===== src/rtl/hazard_unit_mc_pkg.sv =====
// ============================================================================
// Module : hazard_unit_mc_pkg
// Brief  : Shared PC-select codes, RV32I opcodes and operand-use decode.
// Rev    : 1.0
// ============================================================================
`default_nettype none

package hazard_unit_mc_pkg;

    localparam logic [2:0] PC_HOLD  = 3'b000;
    localparam logic [2:0] PC_PLUS4 = 3'b001;

    localparam logic [6:0] OPCODE_LOAD   = 7'b0000011;
    localparam logic [6:0] OPCODE_OP_IMM = 7'b0010011;
    localparam logic [6:0] OPCODE_AUIPC  = 7'b0010111;
    localparam logic [6:0] OPCODE_STORE  = 7'b0100011;
    localparam logic [6:0] OPCODE_OP     = 7'b0110011;
    localparam logic [6:0] OPCODE_LUI    = 7'b0110111;
    localparam logic [6:0] OPCODE_BRANCH = 7'b1100011;
    localparam logic [6:0] OPCODE_JALR   = 7'b1100111;
    localparam logic [6:0] OPCODE_JAL    = 7'b1101111;

    typedef enum logic [0:0] {
        ST_IDLE  = 1'b0,
        ST_FLUSH = 1'b1
    } flush_state_t;

    typedef struct packed {
        logic rs1;
        logic rs2;
        logic rd;
    } operand_use_t;

    function automatic operand_use_t decode_use(input logic [6:0] opcode);
        operand_use_t u;
        u = '0;
        case (opcode)
            OPCODE_OP:                              u = '{rs1: 1'b1, rs2: 1'b1, rd: 1'b1};
            OPCODE_OP_IMM, OPCODE_LOAD, OPCODE_JALR: u = '{rs1: 1'b1, rs2: 1'b0, rd: 1'b1};
            OPCODE_STORE, OPCODE_BRANCH:            u = '{rs1: 1'b1, rs2: 1'b1, rd: 1'b0};
            OPCODE_JAL, OPCODE_LUI, OPCODE_AUIPC:   u = '{rs1: 1'b0, rs2: 1'b0, rd: 1'b1};
            default:                                u = '0;
        endcase
        return u;
    endfunction

endpackage

`default_nettype wire


===== src/rtl/hazard_scoreboard.sv =====
// ============================================================================
// Module : hazard_scoreboard
// Brief  : Per-register pending-load bits with same-cycle writeback bypass.
// Rev    : 1.0
// ============================================================================
`default_nettype none

module hazard_scoreboard #(
    parameter int NREG = 32
) (
    input  logic            clk,
    input  logic            rst,
    input  logic            set_en,
    input  logic [4:0]      set_rd,
    input  logic            clr_en,
    input  logic [4:0]      clr_rd,
    output logic [NREG-1:0] pending
);

    generate
        for (genvar g = 0; g < NREG; g++) begin : g_reg
            if (g == 0) begin : g_zero
                assign pending[g] = 1'b0;
            end else begin : g_live
                logic r_bit;
                logic w_set;
                logic w_clr;

                assign w_set = set_en && (set_rd == 5'(g));
                assign w_clr = clr_en && (clr_rd == 5'(g));

                // Set wins over a coincident clear: a new load is in flight.
                always_ff @(posedge clk) begin
                    if (rst)        r_bit <= 1'b0;
                    else if (w_set) r_bit <= 1'b1;
                    else if (w_clr) r_bit <= 1'b0;
                end

                assign pending[g] = r_bit & ~w_clr;
            end
        end
    endgenerate

endmodule

`default_nettype wire


===== src/rtl/hazard_unit_mc.sv =====
// ============================================================================
// Module : hazard_unit_mc
// Brief  : Scoreboarded RAW/WAW stall, redirect flush FSM and stall watchdog.
// Rev    : 1.0
// ============================================================================
`default_nettype none

module hazard_unit_mc
    import hazard_unit_mc_pkg::*;
#(
    parameter int NREG         = 32,
    parameter int FLUSH_CYCLES = 2,
    parameter int TIMEOUT      = 64
) (
    input  logic       clk,
    input  logic       rst,
    input  logic [6:0] opcode,
    input  logic [4:0] id_rs1,
    input  logic [4:0] id_rs2,
    input  logic [4:0] id_rd,
    input  logic [4:0] ex_rd,
    input  logic       ex_mem_read,
    input  logic       wb_valid,
    input  logic [4:0] wb_rd,
    input  logic       redirect,
    input  logic [2:0] redirect_pc_sel,
    output logic [2:0] pc_sel,
    output logic       IFID_write,
    output logic       mux_select,
    output logic       kill_IF,
    output logic       kill_DEC,
    output logic       hazard_timeout
);

    localparam int             SCW          = $clog2(TIMEOUT + 1);
    localparam logic [SCW-1:0] C_TIMEOUT    = SCW'(TIMEOUT);
    localparam logic [1:0]     C_FLUSH_LAST = 2'(FLUSH_CYCLES - 1);

    logic [NREG-1:0] w_pending;
    operand_use_t    w_use;
    logic            w_ex_load;
    logic            w_rs1_haz;
    logic            w_rs2_haz;
    logic            w_rd_haz;
    logic            w_hazard;
    logic            w_stall;

    flush_state_t    r_state, w_state_next;
    logic [1:0]      r_fcnt, w_fcnt_next;
    logic [SCW-1:0]  r_stall_cnt, w_stall_cnt_next;
    logic            r_timeout;

    hazard_scoreboard #(
        .NREG (NREG)
    ) u_scoreboard (
        .clk     (clk),
        .rst     (rst),
        .set_en  (ex_mem_read),
        .set_rd  (ex_rd),
        .clr_en  (wb_valid),
        .clr_rd  (wb_rd),
        .pending (w_pending)
    );

    assign w_use     = decode_use(opcode);
    assign w_ex_load = ex_mem_read && (ex_rd != 5'd0);

    // The load still in EX has not reached the scoreboard yet, so match it directly.
    assign w_rs1_haz = w_use.rs1 && (id_rs1 != 5'd0) &&
                       ((w_ex_load && (ex_rd == id_rs1)) || w_pending[id_rs1]);
    assign w_rs2_haz = w_use.rs2 && (id_rs2 != 5'd0) &&
                       ((w_ex_load && (ex_rd == id_rs2)) || w_pending[id_rs2]);
    assign w_rd_haz  = w_use.rd && w_pending[id_rd];
    assign w_hazard  = w_rs1_haz || w_rs2_haz || w_rd_haz;

    always_ff @(posedge clk) begin
        if (rst) begin
            r_state     <= ST_IDLE;
            r_fcnt      <= 2'd0;
            r_stall_cnt <= '0;
            r_timeout   <= 1'b0;
        end else begin
            r_state     <= w_state_next;
            r_fcnt      <= w_fcnt_next;
            r_stall_cnt <= w_stall_cnt_next;
            if (w_stall && (w_stall_cnt_next == C_TIMEOUT)) r_timeout <= 1'b1;
        end
    end

    always_comb begin
        w_state_next = r_state;
        w_fcnt_next  = r_fcnt;
        pc_sel       = PC_PLUS4;
        IFID_write   = 1'b1;
        mux_select   = 1'b0;
        kill_IF      = 1'b0;
        kill_DEC     = 1'b0;
        w_stall      = 1'b0;

        if (redirect) begin
            w_state_next = ST_FLUSH;
            w_fcnt_next  = C_FLUSH_LAST;
        end else if (r_state == ST_FLUSH) begin
            if (r_fcnt == 2'd0) w_state_next = ST_IDLE;
            else                w_fcnt_next  = r_fcnt - 2'd1;
        end

        if (rst) begin
            pc_sel     = PC_HOLD;
            IFID_write = 1'b0;
            mux_select = 1'b1;
            kill_IF    = 1'b1;
            kill_DEC   = 1'b1;
        end else if (redirect) begin
            pc_sel     = redirect_pc_sel;
            mux_select = 1'b1;
            kill_IF    = 1'b1;
            kill_DEC   = 1'b1;
        end else if (r_state == ST_FLUSH) begin
            mux_select = 1'b1;
            kill_IF    = 1'b1;
            kill_DEC   = 1'b1;
        end else if (w_hazard) begin
            w_stall    = 1'b1;
            pc_sel     = PC_HOLD;
            IFID_write = 1'b0;
            mux_select = 1'b1;
        end
    end

    assign w_stall_cnt_next = !w_stall                   ? '0 :
                              (r_stall_cnt == C_TIMEOUT) ? r_stall_cnt :
                                                           r_stall_cnt + SCW'(1);

    assign hazard_timeout = r_timeout;

endmodule

`default_nettype wire


===== config.mk =====
export PLATFORM = sky130hd
export DESIGN_NAME = hazard_unit_mc
export DESIGN_NICKNAME = d
export VERILOG_FILES = /design/src/rtl/hazard_unit_mc_pkg.sv /design/src/rtl/hazard_scoreboard.sv /design/src/rtl/hazard_unit_mc.sv
export SDC_FILE = /design/constraint.sdc
export NUM_CORES = 1
export LEC_CHECK = 0
export ABC_CLOCK_PERIOD_IN_PS = 6100
export BUFFER_PORTS_ARGS = -buffer_cell sky130_fd_sc_hd__buf_2
export CAP_MARGIN = 20
export CORE_MARGIN = 4
export CORE_UTILIZATION = 35
export CTS_CLUSTER_SIZE = 14
export DETAILED_ROUTE_END_ITERATION = 8
export GPL_ROUTABILITY_DRIVEN = 0
export HOLD_SLACK_MARGIN = 0.08
export PLACE_DENSITY = 0.53
export SYNTH_ARGS = -nofsm -noshare
export SYNTH_HDL_FRONTEND = slang
export SYNTH_HIERARCHICAL = 1
export SYNTH_SLANG_ARGS = --single-unit

===== constraint.sdc =====
create_clock -name clk -period 6.1 [get_ports clk]
set_clock_uncertainty 0.15 [all_clocks]
set_input_delay 1.83 -clock clk [delete_from_list [all_inputs] [get_ports clk]]
set_output_delay 1.83 -clock clk [all_outputs]
set_load 0.03 [all_outputs]

# ---- Yosys cells after proc, flatten, opt, wreduce, memory -nomap -nowiden
# Index checks and enable logic that the tools add are counted.
dict set report word_totals {
  wordCells 392
  input_bits 40
  reg_bits 42
}
dict set report classes {
  bitwise 63
  n_addsub 2
  eq_ne 76
  n_reduce_logical 117
  n_mux 95
  magnitude_cmp 3
}
# operator n
set op_table {}
lappend op_table {{$eq 5x5->1 const B} 32}
lappend op_table {{$mux 1} 87}
lappend op_table {{$eq 5x4->1 const B} 16}
lappend op_table {{$logic_and 1x1->1} 71}
lappend op_table {{$reduce_bool 2->1} 32}
lappend op_table {{$eq 5x3->1 const B} 8}
lappend op_table {{$eq 7x7->1 const B} 5}
lappend op_table {{$not 1->1} 32}
lappend op_table {{$and 1x1->1} 31}
lappend op_table {{$eq 7x6->1 const B} 3}
lappend op_table {{$eq 5x2->1 const B} 4}
lappend op_table {{$lt 5x6->1 const B} 3}
lappend op_table {{$bmux 1 s5} 3}
lappend op_table {{$reduce_bool 5->1} 3}
lappend op_table {{$eq 7x5->1 const B} 2}
lappend op_table {{$mux 7} 2}
lappend op_table {{$pmux 3 s4} 1}
lappend op_table {{$eq 5x1->1 const B} 2}
lappend op_table {{$eq 5x5->1} 2}
lappend op_table {{$add 7x1->7 const B} 1}
lappend op_table {{$eq 7x2->1 const B} 1}
lappend op_table {{$mux 3} 2}
lappend op_table {{$reduce_or 3->1} 2}
lappend op_table {{$logic_or 1x1->1} 4}
lappend op_table {{other kinds (5)} 7}

# ---- Longest topological paths before layout
# Gate-level depths: netlist of the first run.
dict set report logic_depth {
  depth_word 17
  ltp_mapped 10
  ltp_nobuf 10
}

# ---- Modules after synthesis
# The synthesis of the first run kept the hierarchy.
# module cells_each area_per_inst_um2 instances
set modules_own_cells {}
lappend modules_own_cells {hazard_unit_mc 170 1656.6 1}
lappend modules_own_cells {hazard_scoreboard 165 1416.4 1}

# ---- Least setup slack after synthesis of the first run
# No wires, ideal clock.
dict set report synth_path {
  path_kind {input port to output port}
  startpoint {input wb_rd[4]}
  endpoint {output pc_sel[0]}
  stages 10
  t_arrival_ns 4.683
  setup_slack_ns -0.563
  cell_sequence {or4b_4 o21ai_2 inv_1 mux4_2 a221oi_1 o31ai_1 a21o_1 a41oi_2 nand2_1 a221oi_1}
}
dict set report synth_between {
  elab_chain_cells 14
  elab_cells_between_ends 141
  classes_between {eq/ne (31); mux (10); bitwise (62); reduce/logical (38)}
}
# item line_no
set synth_lines {}
lappend synth_lines {{start: declaration} hazard_unit_mc.sv:24} ;# input logic [4:0] wb_rd,
lappend synth_lines {{$eq 5x4->1 *} hazard_scoreboard.sv:30} ;# assign w_clr = clr_en && (clr_rd == 5'(g));
lappend synth_lines {{$logic_and 1x1->1 *} hazard_scoreboard.sv:30}
lappend synth_lines {{$not 1->1 *} hazard_scoreboard.sv:39} ;# assign pending[g] = r_bit & ~w_clr;
lappend synth_lines {{$and 1x1->1 *} hazard_scoreboard.sv:39}
lappend synth_lines {{via w_pending[12]} hazard_unit_mc.sv:39} ;# logic [NREG-1:0] w_pending;
lappend synth_lines {{$bmux 1 s5 (on tied branches)} {hazard_unit_mc.sv:70, hazard_unit_mc.sv:72}}
lappend synth_lines {{$mux 1 (on tied branches)} {hazard_unit_mc.sv:70, hazard_unit_mc.sv:72}}
lappend synth_lines {{$logic_or 1x1->1 (on tied branches)} {hazard_unit_mc.sv:70, hazard_unit_mc.sv:72}}
lappend synth_lines {{$logic_and 1x1->1 (on tied branches)} {hazard_unit_mc.sv:69, hazard_unit_mc.sv:71}}
lappend synth_lines {{$logic_or 1x1->1} hazard_unit_mc.sv:74} ;# assign w_hazard = w_rs1_haz || w_rs2_haz || w_rd_haz;
lappend synth_lines {{$logic_or 1x1->1 *} hazard_unit_mc.sv:74}
lappend synth_lines {{$mux 1 *} hazard_unit_mc.sv:123} ;# end else if (w_hazard) begin
lappend synth_lines {{$mux 1 *} hazard_unit_mc.sv:119} ;# end else if (r_state == ST_FLUSH) begin
lappend synth_lines {{$mux 3 *} hazard_unit_mc.sv:114} ;# end else if (redirect) begin
lappend synth_lines {{$mux 3 *} hazard_unit_mc.sv:108} ;# if (rst) begin
lappend synth_lines {{end: declaration} hazard_unit_mc.sv:27} ;# output logic [2:0] pc_sel,
# Mark *: on every way through the listed nets, which the timed path passes. The rest lies on a longest branch. The select of a mux whose other input is x is not followed.

# ---- Final worst setup path of the first run
dict set report layout_path {
  startpoint {input wb_rd[1]}
  endpoint {output pc_sel[0]}
}
# The elaborated chain is that of the path after synthesis.

==> impl_metrics.tcl, run 1 <==
set metrics [dict create \
    fin_hold_ws_ns 0.3341 \
    yosys_warnings 6 \
    crit_required_ns 4.12 \
    diodes 0 \
    syn_area_per_cell_um2 9.173 \
    power_leakage_uw 0.001756 \
    numCtsBuffers 5 \
    drt_first_pass_iters 4 \
    synth_ff_type "dfxtp_1" \
    synth_edf_count 0 \
    synth_cells 335 \
    crit_slowest_cell "or4b_4" \
    core_mm2 0.008382 \
    grt_overflow_total 0 \
    wl_um 9130 \
    ys_ff_latch 42 \
    holdPathEnd "hazard_timeout" \
    numPortBuffers 47 \
    num_vias 2944 \
    cap_violations 0 \
    async_reset_ff_frac 0 \
    final.setup.worst_slack_ns -0.4414 \
    grt_pass1_vias 2859 \
    synth_cell_types 57 \
    path_cells "buf_8 -> or4b_4 -> o21ai_4 -> inv_2 -> buf_4 -> mux4_1 -> mux2i_1 -> mux4_2 -> a211oi_2 -> a41oi_2 -> nand2_2 -> a221oi_4 -> buf_6" \
    regToRegStartpoint "u_scoreboard/g_reg[21].g_live.r_bit" \
    die-area_mm2 0.01034 \
    holdCritStartpoint "hazard_timeout" \
    ctsHtreeMaxLevel 2 \
    fmax_ghz 0.1529 \
    cts_tree "done" \
    power.density_mw_per_mm2 159.5 \
    final_cell_mix "buf_4 (54), dfxtp_1 (42), buf_2 (40), inv_1 (36), o22ai_1 (33)" \
    final_common_cell "buf_4" \
    nNetsFinal 471 \
    reg2reg_depth 10 \
    violations "setup timing" \
    drive_gt1_frac 0.3473 \
    start_kind "input pin" \
    busiest_layer "met2" \
    placed_cells 522 \
    syn-num-nets 378 \
    wire_per_inst_um 17.10 \
    rsz0062_at_grt "yes" \
    clk_pin_slew_ns 0.08 \
    yosysTopAreaCell "dfxtp_1" \
    fin_cells 534 \
    cts.sinks 42 \
    grt_use_total 0.1847 \
    finalHoldViolCount 0 \
    rrSetupSlack_ns 3.43 \
    viasPerCell 5.513 \
    use_met1 0.2672 \
    yosys-top-cells-area "dfxtp_1 (27%), mux4_2 (11%), mux4_1 (6.8%)" \
    ir_drop_v 0.00009059 \
    die_w_um 101.7 \
    finalCriticalPeriod_ns 6.541 \
    area_growth_pct 28.26 \
    detail-route-antenna-nets 0 \
    grt_pass1_wl_um 14850 \
    slowest_delay_ns 0.60 \
    status "finished with violations" \
    endpoint_kind "primary output" \
    antenna_found_initial 0 \
    met3_usage 0.02410 \
    drt_iter0_drc 176 \
    drc 0 \
    tightest_slew_ns 0.5479 \
    rows 33 \
    timing.final.crit_share 1.072 \
    syn_area_mm2 0.003073 \
    grt_util_met2 0.2872 \
    clkLatencyLatePin_ns 0.30 \
    synth_top_cell_area_share 0.2736 \
    drv_slew 0 \
    r2r_end "hazard_timeout" \
    critPathMaxFanout 7 \
    cp.arrival_ns 4.56 \
    cts_max_path_buffers 2 \
    die_h_um 101.7 \
    ctsRootBufferMaster "clkbuf_8" \
    ioPinCount 48 \
    initial_core_util 0.3666 \
    path_class "input pin to primary output" \
    maxSlewHeadroom 0.6309 \
    grt_max_degree 41 \
    ctsHoldBuffers 0 \
    hold_class "flip-flop to flip-flop" \
    finalSetupViolCount 3 \
    synth-seq-area-share 0.2736 \
    worstHoldPathCells 2 \
    hpwl_um 7143 \
]
## state kept, by name (all words and copies together), names as in the netlist
register                     flops
r_state                          1
r_stall_cnt                      7
r_fcnt                           2
u_scoreboard/g.g_live.r_bit     31
hazard_timeout                   1
## synth_stat cells, drive strengths merged, types with 4 or more instances
master   n
a21oi    6
buf      9
clkbuf   5
dfxtp   42
inv     37
mux2i    4
mux4    23
nand2   12
nand2b   5
nand3   10
nand3b   5
nand4b   6
nor2    24
nor2b    7
o21ai   37
o22ai   33
or3b     4
xnor2   10
xor2     7
## critical path: cells and delay by family
family          cells  cell delay, ns
compound gates      4            0.68
buf+inv             4            0.44
mux                 3            0.87
simple gates        2            0.72
## cell type report
cell class              instances  area, µm²
flip-flops and latches         42      840.8
clock inverters                 2      37.54
fillers                       824       4441
multi-input cells             241       2027
clock buffers                   6      72.57
repair buffers                101      693.2
well taps                     105      131.4
inverters                      37      138.9
## metal layers
layer  up-vias  wire (µm)
met5         -          0
met4         0        154
met3        13        518
met2        85       4115
met1      1406       4342
li1       1440          -
## worst max-delay path by stage
stage	slack [ns]	to	startpoint
floorplan	-0.14	pc_sel[0]	wb_rd[4]
global placement	-0.47	pc_sel[0]	wb_rd[1]
detailed placement	-0.52	pc_sel[0]	wb_rd[4]
CTS	-0.41	pc_sel[0]	wb_rd[1]
global route	-0.57	pc_sel[0]	wb_rd[0]
finish	-0.44	pc_sel[0]	wb_rd[1]
## stage by stage
step,worst slack [ns],cell area [µm²],power [µW],TNS [ns],utilization
after global routing,-0.5749,3941,662.3,-1.608,0.4702
after floorplan,-0.1415,3103,356.3,-0.2764,-
final,-0.4414,3941,628.6,-1.208,0.4702
after CTS,-0.4132,3906,636.5,-1.106,0.4660
after detailed placement,-0.5178,3750,407.3,-1.341,0.4474
after global placement,-0.4696,3750,406.6,-1.196,0.4474
## kinds of logic after synthesis
group	share of synthesized area
buffers and inverters	0.08021
AOI/OAI and AO/OA	0.1983
and+or+nand+nor	0.1873
DFF	0.2736
muxes	0.1987
xor gates and xnor gates	0.04845
adders and majority gates	0.01222
other	0.001220
## power breakdown
part | internal, µW | switching (µW) | total (µW)
combinational | 56.4 | 70.0 | 126
clock | 122 | 101 | 223
sequential | 278 | 1.25 | 279
## repair_timing
item                                   in CTS  in global routing
setup endpoints to repair                   3                  3
endpoints found under the hold margin       0                  0
buffers inserted                            2                  2
pin swaps                                   9                  1
gates resized for setup                    14                 12
cloned                                      0                  0
No activity file was read; power rests on OpenSTA's default activity.
==> run 2: changes to the inputs <==
--- a/config.mk
+++ b/config.mk
@@ -15,6 +15,7 @@
 export GPL_ROUTABILITY_DRIVEN = 0
 export HOLD_SLACK_MARGIN = 0.08
 export PLACE_DENSITY = 0.53
+export SKIP_CTS_REPAIR_TIMING = 1
 export SYNTH_ARGS = -nofsm -noshare
 export SYNTH_HDL_FRONTEND = slang
 export SYNTH_HIERARCHICAL = 1
==> run 2 against run 1 <==
Effect of this change: the flow still finishes with violations (setup timing); global-route usage is 0.13 points lower; power is 0.14% higher; flip-flop and latch count stayed put.
==> impl_metrics.tcl, run 2 (same netlist as run 1, synthesis figures left out) <==
set metrics [dict create \
    rsz0062_at_grt "yes" \
    final_cell_mix "buf_4 (52), dfxtp_1 (42), buf_2 (40), inv_1 (35), o22ai_1 (33)" \
    fmax_ghz 0.1529 \
    crit_buf_inv 4 \
    die_w_um 101.7 \
    busiest_layer "met2" \
    p_int_uw 456.1 \
    final_core_util 0.4693 \
    status "finished with violations" \
    hold_class "flip-flop to flip-flop" \
    use_met1 0.2653 \
    cts_tree "done" \
    num_vias 2943 \
    antenna_found_initial 0 \
    area_growth_pct 28.01 \
    wire_per_inst_um 17.14 \
    fin_cells 532 \
    placed_cells 522 \
    crit_slowest_cell "or4b_4" \
    power.density_mw_per_mm2 160.0 \
    cts_max_path_buffers 2 \
    finalCriticalPeriod_ns 6.539 \
    core_mm2 0.008382 \
    cp.arrival_ns 4.56 \
    numCtsBuffers 5 \
    largest_reg_flops 31 \
    detail-route-antenna-nets 0 \
    diodes 0 \
    regToRegStartpoint "u_scoreboard/g_reg[21].g_live.r_bit" \
    grt_max_degree 41 \
    path_cells "buf_8 -> or4b_4 -> o21ai_4 -> inv_2 -> buf_4 -> mux4_1 -> mux2i_1 -> mux4_2 -> a211oi_2 -> a41oi_2 -> nand2_2 -> a221oi_4 -> buf_6" \
    final.setup.worst_slack_ns -0.4389 \
    switching_share 0.2754 \
    holdCritStartpoint "hazard_timeout" \
    crit_required_ns 4.12 \
    fin_hold_ws_ns 0.3339 \
    die_h_um 101.7 \
    drive_gt1_frac 0.3466 \
    rrSetupSlack_ns 3.44 \
    p_seq_frac 0.443 \
    hpwl_um 7143 \
    cts.sinks 42 \
    cap_violations 0 \
    finalSetupViolCount 3 \
    wl_um 9120 \
    combPwrFrac 0.201 \
    nNetsFinal 469 \
    reg2reg_depth 10 \
    ioPinCount 48 \
    timing.final.crit_share 1.072 \
    drv_slew 0 \
    worstHoldPathCells 2 \
    violations "setup timing" \
    critPathMaxFanout 7 \
    slowest_delay_ns 0.60 \
    pwr-share-clk 0.356 \
    grt_pass1_vias 2848 \
    maxSlewHeadroom 0.6294 \
    ir_drop_v 0.00009062 \
    drc 0 \
    top_regs "u_scoreboard/g.g_live.r_bit: 31 flops, r_stall_cnt: 7 flops, r_fcnt: 2 flops" \
    path_class "input pin to primary output" \
    r2r_end "hazard_timeout" \
    tightest_slew_ns 0.5500 \
    grt_pass1_wl_um 14760 \
    die-area_mm2 0.01034 \
    grt_util_met2 0.2867 \
    grt_overflow_total 0 \
    final_common_cell "buf_4" \
    regMostFlops "u_scoreboard/g.g_live.r_bit" \
    numPortBuffers 47 \
    drt_first_pass_iters 4 \
    met3_usage 0.02410 \
    drt_iter0_drc 167 \
    power_leakage_uw 0.001752 \
    initial_core_util 0.3666 \
    finalHoldViolCount 0 \
    clk_pin_slew_ns 0.08 \
    holdPathEnd "hazard_timeout" \
    p_sw_uw 173.4 \
    clkLatencyLatePin_ns 0.30 \
    viasPerCell 5.532 \
    ctsHtreeMaxLevel 2 \
    endpoint_kind "primary output" \
    crit_family "multiplexers" \
    start_kind "input pin" \
    rows 33 \
    ctsRootBufferMaster "clkbuf_8" \
    grt_use_total 0.1833 \
]
## run 2: cell count changes in the layout (fill, tap and decap cells not counted), sizes merged
cell | before | now
buf | 100 | 98
## run 2: worst max path at each step
| stage | from | end | slack (ns) | depth (start not counted) |
|---|---|---|---|---|
| 4_1_cts | wb_rd[1] | pc_sel[0] | -0.51 | 13 |
| 6_report | wb_rd[1] | pc_sel[0] | -0.44 | 13 |
| 5_1_grt | wb_rd[0] | pc_sel[0] | -0.57 | 12 |
| 3_3_place_gp | wb_rd[1] | pc_sel[0] | -0.47 | 13 |
| 2_1_floorplan | wb_rd[4] | pc_sel[0] | -0.14 | 10 |
| 3_5_place_dp | wb_rd[4] | pc_sel[0] | -0.52 | 12 |
## run 2: worst reg2reg max path: stages, from the launching register on
cell,delay [ns]
dfxtp_1,0.31
o21ai_0,0.12
inv_1,0.13
mux4_1,0.25
mux2i_1,0.10
mux4_2,0.49
a211oi_2,0.24
a41oi_2,0.08
buf_4,0.17
a21o_4,0.24
o41ai_2,0.31
## run 2: cell type report
type                       count  area (µm²)
clock buffer                   6       72.57
clock inverter                 2       37.54
fill                         823        4448
inverter                      37       138.9
multi-input combinational    241        2034
sequential                    42       840.8
tap                          105       131.4
timing repair buffer          99       678.2
## run 2: routing by layer
layer,wire length (µm),part of all wire
met1,4389,0.48
met4,116,0.013
met5,0,0
met2,4096,0.45
met3,518,0.057
## run 2: through the flow
| step | total power [µW] | TNS (ns) | worst slack, ns | area, µm² |
|---|---|---|---|---|
| global route | 662.1 | -1.588 | -0.5743 | 3934 |
| global placement | 406.6 | -1.196 | -0.4696 | 3750 |
| floorplan | 356.3 | -0.2764 | -0.1415 | 3103 |
| detailed placement | 407.3 | -1.341 | -0.5178 | 3750 |
| CTS | 633.4 | -1.330 | -0.5142 | 3860 |
| finish | 629.5 | -1.185 | -0.4389 | 3934 |
## run 2: power groups by stage
stage	Clock [µW]	Combinational (µW)	Sequential [µW]
final	224	126	279
after global routing	245	138	279
after CTS	232	122	279
after detailed placement	0	122	285
after global placement	0	121	285
after floorplan	0	71.3	285
==> run 3: changes to the inputs <==
--- a/config.mk
+++ b/config.mk
@@ -12,7 +12,7 @@
 export CORE_UTILIZATION = 35
 export CTS_CLUSTER_SIZE = 14
 export DETAILED_ROUTE_END_ITERATION = 8
-export GPL_ROUTABILITY_DRIVEN = 0
+export GPL_TIMING_DRIVEN = 0
 export HOLD_SLACK_MARGIN = 0.08
 export PLACE_DENSITY = 0.53
 export SKIP_CTS_REPAIR_TIMING = 1
==> run 3 against run 2 <==
Effect of this change: the flow still finishes with violations (setup timing); worst hold slack worse by 0.016 ns; sequential share of layout area is 2.0 points higher; fmax is 1.2% lower; non-clock buffer count is 42 lower; largest cell class unchanged; largest power group unchanged; highest routed layer unchanged.
==> impl_metrics.tcl, run 3 (same netlist as run 1, synthesis figures left out) <==
set metrics [dict create \
    grt_pass1_vias 2746 \
    cts_tree "done" \
    initial_core_util 0.3666 \
    clk_pin_slew_ns 0.08 \
    grt_max_degree 14 \
    start_kind "input pin" \
    cap_violations 0 \
    timing.final.crit_share 1.085 \
    finalCriticalPeriod_ns 6.616 \
    finalHoldViolCount 0 \
    grt_overflow_total 0 \
    top_regs "u_scoreboard/g.g_live.r_bit: 31 flops, r_stall_cnt: 7 flops, r_fcnt: 2 flops" \
    regMostFlops "u_scoreboard/g.g_live.r_bit" \
    rrSetupSlack_ns 3.42 \
    violations "setup timing" \
    drv_slew 0 \
    die_h_um 101.7 \
    antenna_found_initial 0 \
    final.fill_count 853 \
    detail-route-antenna-nets 0 \
    maxSlewHeadroom 0.5736 \
    die-area_mm2 0.01034 \
    drt_first_pass_iters 5 \
    num_vias 2863 \
    final.setup.worst_slack_ns -0.5164 \
    diodes 0 \
    path_class "input pin to primary output" \
    rows 33 \
    drive_gt1_frac 0.2623 \
    cts.sinks 42 \
    largest_reg_flops 31 \
    tightest_slew_ns 0.6396 \
    power_leakage_uw 0.001561 \
    ir_drop_v 0.00006338 \
    numCtsBuffers 5 \
    grt_use_total 0.1747 \
    numPortBuffers 40 \
    grt_pass1_wl_um 14220 \
    status "finished with violations" \
    finalSetupViolCount 3 \
    fmax_ghz 0.1511 \
    wl_um 8787 \
    final_common_cell "dfxtp_1" \
    final_core_util 0.4289 \
    ctsHtreeMaxLevel 2 \
    final_cell_mix "dfxtp_1 (42), buf_2 (39), inv_1 (36), o22ai_1 (33), o21ai_0 (29)" \
    die_w_um 101.7 \
    wire_per_inst_um 17.93 \
    drt_iter0_drc 165 \
    critPathMaxFanout 8 \
    nNetsFinal 427 \
    crit_required_ns 4.12 \
    hpwl_um 6744 \
    endpoint_kind "primary output" \
    drc 0 \
    area_growth_pct 16.98 \
    clkLatencyLatePin_ns 0.30 \
    pre_cts_slack_ns -0.5794 \
    viasPerCell 5.843 \
    hold_class "flip-flop to flip-flop" \
    power.density_mw_per_mm2 163.6 \
    ctsRootBufferMaster "clkbuf_8" \
    rsz0062_at_grt "yes" \
    cts_max_path_buffers 2 \
    cp.arrival_ns 4.64 \
    ioPinCount 48 \
    place.gp.congestion 0.8667 \
    core_mm2 0.008382 \
]
run 3: cell count changes in the layout (fill, tap and decap cells not counted), sizes merged:
| cell | delta |
|---|---|
| buf | -47 |
| dlymetal6s2s | +1 |
| clkbuf | +4 |
| bufinv | -1 |
| clkinv | +1 |
run 3: through the flow:
step | instance area [µm²] | std cells | setup TNS [ns] | total power (µW) | hold WS (ns)
floorplan | 3103 | 335 | -0.2764 | 356.3 | 0.3034
global placement | 3435 | 480 | -1.484 | 397.2 | 0.2935
detailed placement | 3435 | 480 | -1.523 | 398.1 | 0.3027
CTS | 3530 | 488 | -1.571 | 589.0 | 0.3232
global route | 3595 | 490 | -1.790 | 617.5 | 0.3690
finish | 3595 | 490 | -1.417 | 588.0 | 0.3182
run 3: path summary, 6_finish.rpt:
kind | end | from | cells after the start
setup / recovery | pc_sel[0] | wb_rd[0] | 12
hold / removal | hazard_timeout | hazard_timeout | 2
setup reg to reg | hazard_timeout | u_scoreboard/g_reg[25].g_live.r_bit | 10
hold reg to reg | hazard_timeout | hazard_timeout | 2
run 3: power breakdown:
part / total, µW / internal [µW] / switching (µW) / leakage, µW
combinational: 118 / 49.6 / 68.1 / 0.00117
clock: 191 / 91.1 / 100 / 0.0000472
sequential: 279 / 278 / 1.18 / 0.000339
run 3: final cells by class:
type                            count  area, µm²  area share
Multi-Input combinational cell    241       2031      0.5649
Inverter                           37      138.9     0.03864
Buffer                             15      107.6     0.02993
Clock inverter                      2      12.51    0.003481
Tap cell                          105      131.4     0.03655
Clock buffer                        6      82.58     0.02297
Sequential cell                    42      840.8      0.2339
Timing Repair Buffer               42      250.2     0.06961
run 3: metal layers:
metal	track usage	part of all wire
met5	0	0
met2	0.2782	0.45
met3	0.02824	0.071
met4	0.04703	0.016
met1	0.2459	0.46
run 3: worst max-delay path, cell delays in order:
cell and delay, ns:
buf_8 0.11, or4b_4 0.58, o21ai_4 0.19, inv_2 0.05, mux4_2 0.48, a221oi_2 0.30, o31ai_1 0.11, a21o_1 0.20
a41oi_2 0.25, nand2_2 0.12, a221oi_4 0.23, buf_6 0.16
